## config.mk

```make
export PLATFORM = sky130hd
export DESIGN_NAME = uart_tx_byte
export DESIGN_NICKNAME = d
export VERILOG_FILES = /design/src/rtl/mips_uart_pkg.sv /design/src/rtl/uart_tx_byte.sv
export SDC_FILE = /design/constraint.sdc
export NUM_CORES = 1
export LEC_CHECK = 0
export ABC_AREA = 1
export CAP_MARGIN = 20
export CORE_MARGIN = 2
export CORE_UTILIZATION = 29
export CTS_CLUSTER_DIAMETER = 80
export CTS_CLUSTER_SIZE = 10
export DETAILED_ROUTE_END_ITERATION = 6
export GPL_TIMING_DRIVEN = 0
export MAX_ROUTING_LAYER = met4
export PLACE_DENSITY_LB_ADDON = 0.1
export SYNTH_ARGS = -nofsm -noshare
export SYNTH_HDL_FRONTEND = slang
export SYNTH_SLANG_ARGS = --single-unit
```

## constraint.sdc

```tcl
create_clock -name CLK -period 3.7 [get_ports CLK]
set_input_delay 0.74 -clock CLK [delete_from_list [all_inputs] [get_ports CLK]]
set_output_delay 0.74 -clock CLK [all_outputs]
set_load 0.01 [all_outputs]
```

## src/rtl/mips_uart_pkg.sv

```systemverilog
// Shared definitions for the test_value UART transmitter: FSM encoding, frame
// constants and the nibble-to-ASCII helper used by the optional hex mode.
package mips_uart_pkg;

    typedef enum logic [1:0] {IDLE, START, DATA, STOP} uart_state_e;

    localparam int         UART_FRAME_BITS = 10;
    localparam logic [7:0] ASCII_CR        = 8'h0D;
    localparam logic [7:0] ASCII_LF        = 8'h0A;

    // Upper-case hex digit: '0'..'9' then 'A'..'F'.
    function automatic logic [7:0] hex_char(input logic [3:0] nib);
        return (nib < 4'd10) ? (8'h30 + {4'h0, nib}) : (8'h37 + {4'h0, nib});
    endfunction

endpackage

```

## src/rtl/uart_tx_byte.sv

```systemverilog
// 8N1 byte serialiser: baud counter, START/DATA/STOP sequencing and the tx flop.
// byte_ready is also high in the last STOP cycle so frames can chain with no gap.
module uart_tx_byte
    import mips_uart_pkg::*;
#(
    parameter int CLKS_PER_BIT = 434
) (
    input  logic       CLK,
    input  logic       RESET,
    input  logic       byte_valid,
    input  logic [7:0] byte_data,
    output logic       byte_ready,
    output logic       tx
);

    localparam int              CNT_W    = $clog2(CLKS_PER_BIT);
    localparam logic [CNT_W-1:0] LAST_CNT = CNT_W'(CLKS_PER_BIT - 1);
    // Data bits are the frame minus start and stop; index of the last one.
    localparam logic [2:0]      LAST_BIT = 3'(UART_FRAME_BITS - 3);

    uart_state_e      state_q, state_d;
    logic [CNT_W-1:0] cnt_q, cnt_d;
    logic [2:0]       bit_q, bit_d;
    logic [7:0]       shreg_q, shreg_d;
    logic             tx_q, tx_d;
    logic             cnt_last;

    always_comb begin
        // NOTE: every _d gets its hold value first, so no path can infer a latch.
        cnt_last   = (cnt_q == LAST_CNT);
        byte_ready = (state_q == IDLE) || ((state_q == STOP) && cnt_last);
        state_d    = state_q;
        cnt_d      = cnt_last ? '0 : cnt_q + 1'b1;
        bit_d      = bit_q;
        shreg_d    = shreg_q;
        tx_d       = tx_q;

        unique case (state_q)
            IDLE: begin
                cnt_d = '0;
                tx_d  = 1'b1;
            end
            START: begin
                if (cnt_last) begin
                    state_d = DATA;
                    bit_d   = '0;
                    tx_d    = shreg_q[0];
                    shreg_d = shreg_q >> 1;
                end
            end
            DATA: begin
                if (cnt_last) begin
                    if (bit_q == LAST_BIT) begin
                        state_d = STOP;
                        tx_d    = 1'b1;
                    end else begin
                        bit_d   = bit_q + 1'b1;
                        tx_d    = shreg_q[0];
                        shreg_d = shreg_q >> 1;
                    end
                end
            end
            STOP: begin
                if (cnt_last) state_d = IDLE;
            end
            default: state_d = IDLE;
        endcase

        if (byte_ready && byte_valid) begin
            state_d = START;
            cnt_d   = '0;
            tx_d    = 1'b0;
            shreg_d = byte_data;
        end
    end

    // NOTE: sequential state uses non-blocking assignments so all flops sample together.
    always_ff @(posedge CLK or posedge RESET) begin
        if (RESET) begin
            state_q <= IDLE;
            cnt_q   <= '0;
            bit_q   <= '0;
            shreg_q <= '0;
            tx_q    <= 1'b1;
        end else begin
            state_q <= state_d;
            cnt_q   <= cnt_d;
            bit_q   <= bit_d;
            shreg_q <= shreg_d;
            tx_q    <= tx_d;
        end
    end

    assign tx = tx_q;

endmodule

```

==> results.py, run 1 <==
metrics = {
    "outcome": {
        "status": "completed",
    },
    "cells_and_area": {
        "finish.cell_count_without_fillers": 221,
        "fin_util_pct": 35.2,
        "final_nets": 190,
        "register_area_um2": 577,
        "drive_gt1_share_pct": 13.0,
        "fillers": 455,
        "multiInputGateArea_um2": 617,
        "antenna_cells": 0,
        "syn_to_final_growth_pct": 17.8,
    },
    "critical_path": {
        "cp_num_buf_inv": 3,
        "cpMaxStageDelayCell": "clkdlybuf4s50_1",
        "cp_top_family": "buffers and inverters",
        "worstSetupStartpoint": "state_q[1]$_DFFE_PP0P_",
        "crit_top_cell": "inv_1",
        "critPathKind": "reg -> out",
        "max_stage_delay_ps": 530,
        "cp.arrival_ps": 1760,
        "required_ps": 2960,
        "cp-start-kind": "flip-flop",
        "r2r_start": "state_q[0]$_DFFE_PP0P_",
        "worstPathMaxFanout": 4,
        "path_cells": "inv_1 -> ha_1 -> inv_1 -> nand2_2 -> clkdlybuf4s50_1",
        "reg2reg_depth": 8,
        "rr_endpoint": "shreg_q[3]$_DFFE_PP0P_",
        "r2r_slack_ps": 2090,
        "endpoint_kind": "primary output",
    },
    "logic_synthesis": {
        "synth_top_area_share_pct": 42.6,
        "synth_flop_cell": "dfrtp_1",
        "yosysTopAreaCell": "dfrtp_1",
        "syn-num-nets": 173,
        "syn_area_per_cell_um2": 8.46,
        "synth_seq_cells": 23,
        "synth_area_um2": 1290,
        "synth_edf_count": 0,
        "synth_cell_types": 23,
        "synth_commonest_cells": "32 x nand2_1, 27 x nand3_1, 22 x dfrtp_1",
        "ys_warn_count": 0,
        "yosysSeqAreaShare_pct": 44.6,
        "synth_cells": 153,
        "synth.area.top_cells": "dfrtp_1 43%, nand3_1 10%, nand2_1 9.3%, ha_1 8.7%, inv_1 4.6%",
        "async_flop_share_pct": 100,
        "yosys.cell_count.top_type": "nand2_1",
    },
    "clock_tree": {
        "clock-sinks": 23,
        "clock_path_buffers": 2,
        "insertion_delay_ps": 270,
        "cts_buffers": 3,
        "ctsHoldBuffers": 0,
        "clk_pin_slew_worst_paths_ps": 90,
        "post-cts-setup-buffers": 0,
        "cts_resized": 0,
        "cts_root_buffer": "clkbuf_8",
        "h-tree-depth": 1,
        "cts_tree": "yes",
    },
    "sta": {
        "holdWs_ps": 479,
        "tightest_slew_ps": 897,
        "fin_ws_ps": 1200,
        "tns_ps": 0,
        "finalClockSkew_ps": 10.2,
        "fmax_ghz": 0.400,
        "post-route-period-util_pct": 67.6,
        "setup_viol": 0,
        "hold_violations": 0,
        "min_period_ps": 2500,
        "slew_headroom_pct": 40.1,
        "slew_viol_final": 0,
        "rsz0062_at_grt": "no",
    },
    "floorplan": {
        "initial_utilization_pct": 29.9,
        "die_w_um": 70.8,
        "core_area_um2": 4320,
        "io_pins": 13,
        "core.rowCount": 24,
        "die-area_um2": 5010,
        "chipHeight_um": 70.8,
    },
    "placement": {
        "port_buffers": 12,
        "dpl_worst_slack_ps": 1480,
        "dp_cells": 217,
        "place.detailed.hpwl_um": 1880,
        "globalplace.congestion": 0.762,
    },
    "global_routing": {
        "grtUsageMet2_pct": 20.6,
        "grt_pass1_vias": 1085,
        "met3_usage_pct": 3.13,
        "grt_max_degree": 24,
        "grt.total_usage_pct": 12.2,
        "grt_pass1_wl_um": 4740,
        "grt-busiest-layer": "met2",
        "overflow": 0,
        "met1_usage_pct": 14.7,
        "antenna_found_initial": 0,
    },
    "detailed_routing": {
        "first_iter_violations": 32,
        "antenna_left": 0,
        "drt_wl_total_um": 2520,
        "via_per_inst": 4.51,
        "drc": 0,
        "post_drt_wl_per_cell_um": 11.4,
        "dr_total_vias": 997,
        "firstDrtPassIters": 4,
    },
    "power_and_ir_drop": {
        "p_comb_share_pct": 3.6,
        "power_switching_uw": 90.3,
        "p_leak_nw": 0.755,
        "p_int_uw": 337,
        "ir_drop_mv": 0.118,
        "p_seq_share_pct": 58.8,
        "clockPowerShare_pct": 37.7,
        "swShare_pct": 21.1,
        "p_per_area_nw_per_um2": 280,
    },
    "hold_path": {
        "holdPathEnd": "tx$_DFFE_PP1P_",
        "whs_path_depth": 2,
        "worstHoldPathType": "reg -> reg",
        "hold_start": "tx$_DFFE_PP1P_",
    },
    "flow_run": {
        "max-cap-violations": 0,
    },
}
-- worst max-delay path by stage --
| stage | end | slack (ps) | depth (start not counted) |
|---|---|---|---|
| after CTS | byte_ready | 1170 | 5 |
| final | byte_ready | 1200 | 5 |
| after global routing | byte_ready | 1040 | 5 |
| after global placement | byte_ready | 1480 | 5 |
| after floorplan | byte_ready | 2090 | 6 |
| after detailed placement | byte_ready | 1480 | 5 |
-- metal layers --
| layer | vias up | share of wire, % |
|---|---|---|
| li1 | 525 | - |
| met1 | 457 | 49 |
| met2 | 13 | 47 |
| met3 | 2 | 3.4 |
| met4 | 0 | 0.68 |
| met5 | - | 0 |
-- power by group through the flow --
stage | Sequential [mW] | Combinational (mW) | Clock [mW]
finish | 0.251 | 0.0153 | 0.161
global route | 0.251 | 0.0176 | 0.187
CTS | 0.251 | 0.0161 | 0.167
detailed placement | 0.256 | 0.0161 | 0
global placement | 0.256 | 0.0161 | 0
floorplan | 0.256 | 0.00374 | 0
-- placed cells by master, fill, tap and decap left out --
cell type and count:
xnor2_1 1, inv_2 2, nand2_2 4, buf_6 2, nor2_1 15, nand3_2 5, clkbuf_8 3, dfrtp_1 22
nor3_1 1, nor3b_1 2, o21ai_0 2, clkbuf_1 1, ha_1 9, o41ai_1 1, a21oi_2 1, clkinv_2 1
inv_1 16, xor2_1 2, nand3_4 1, clkdlybuf4s50_1 12, nand3_1 27, dfstp_2 1, nor2_2 1, buf_2 1
nand2_1 32, a21oi_1 4
-- sequential cells by signal, indices dropped and copies added (netlist names) --
register  count
bit_q         3
cnt_q         9
shreg_q       8
state_q       2
tx            1
-- logic make-up (layout without fill, tap and decap cells) --
logic type | after synthesis | count (layout) | synth area share, %
simple gates | 88 | 88 | 33.3
flops | 23 | 23 | 44.6
xor+xnor | 3 | 3 | 2.03
fa+ha+maj | 9 | 9 | 8.70
buf+inv | 22 | 38 | 7.74
compound gates | 8 | 8 | 3.68
-- metrics by stage --
step	area (um^2)	power (mW)
floorplan	1290	0.260
global placement	1480	0.272
detailed placement	1480	0.272
CTS	1520	0.434
global route	1520	0.456
finish	1520	0.427
-- cell type report --
type,instances,share of cell area [%]
buffer,3,1.81
clock buffer,4,2.96
inverter,19,4.76
multi-input combinational,108,40.5
sequential,23,37.8
tap,52,4.27
timing repair buffer,12,7.88
-- tightest hold or removal path, stage by stage (launching register included) --
cell	delay [ps]
dfstp_2	380
inv_1	60
a21oi_2	50
No activity file was read; power rests on OpenSTA's default activity.
==> inputs of run 2 (changes only) <==
Clock period 3.7 ns to 2.52 ns, I/O delays scaled along.
==> results of run 2 <==
Same layout as run 1 (identical final DEF). Status: completed.
Among the figures that moved: setup slack after placement 1480 ps -> 533 ps; setup slack after layout 1200 ps -> 256 ps; register-to-register setup slack 2090 ps -> 910 ps; total power 0.427 mW -> 0.628 mW; worst IR drop on VDD 0.118 mV -> 0.173 mV
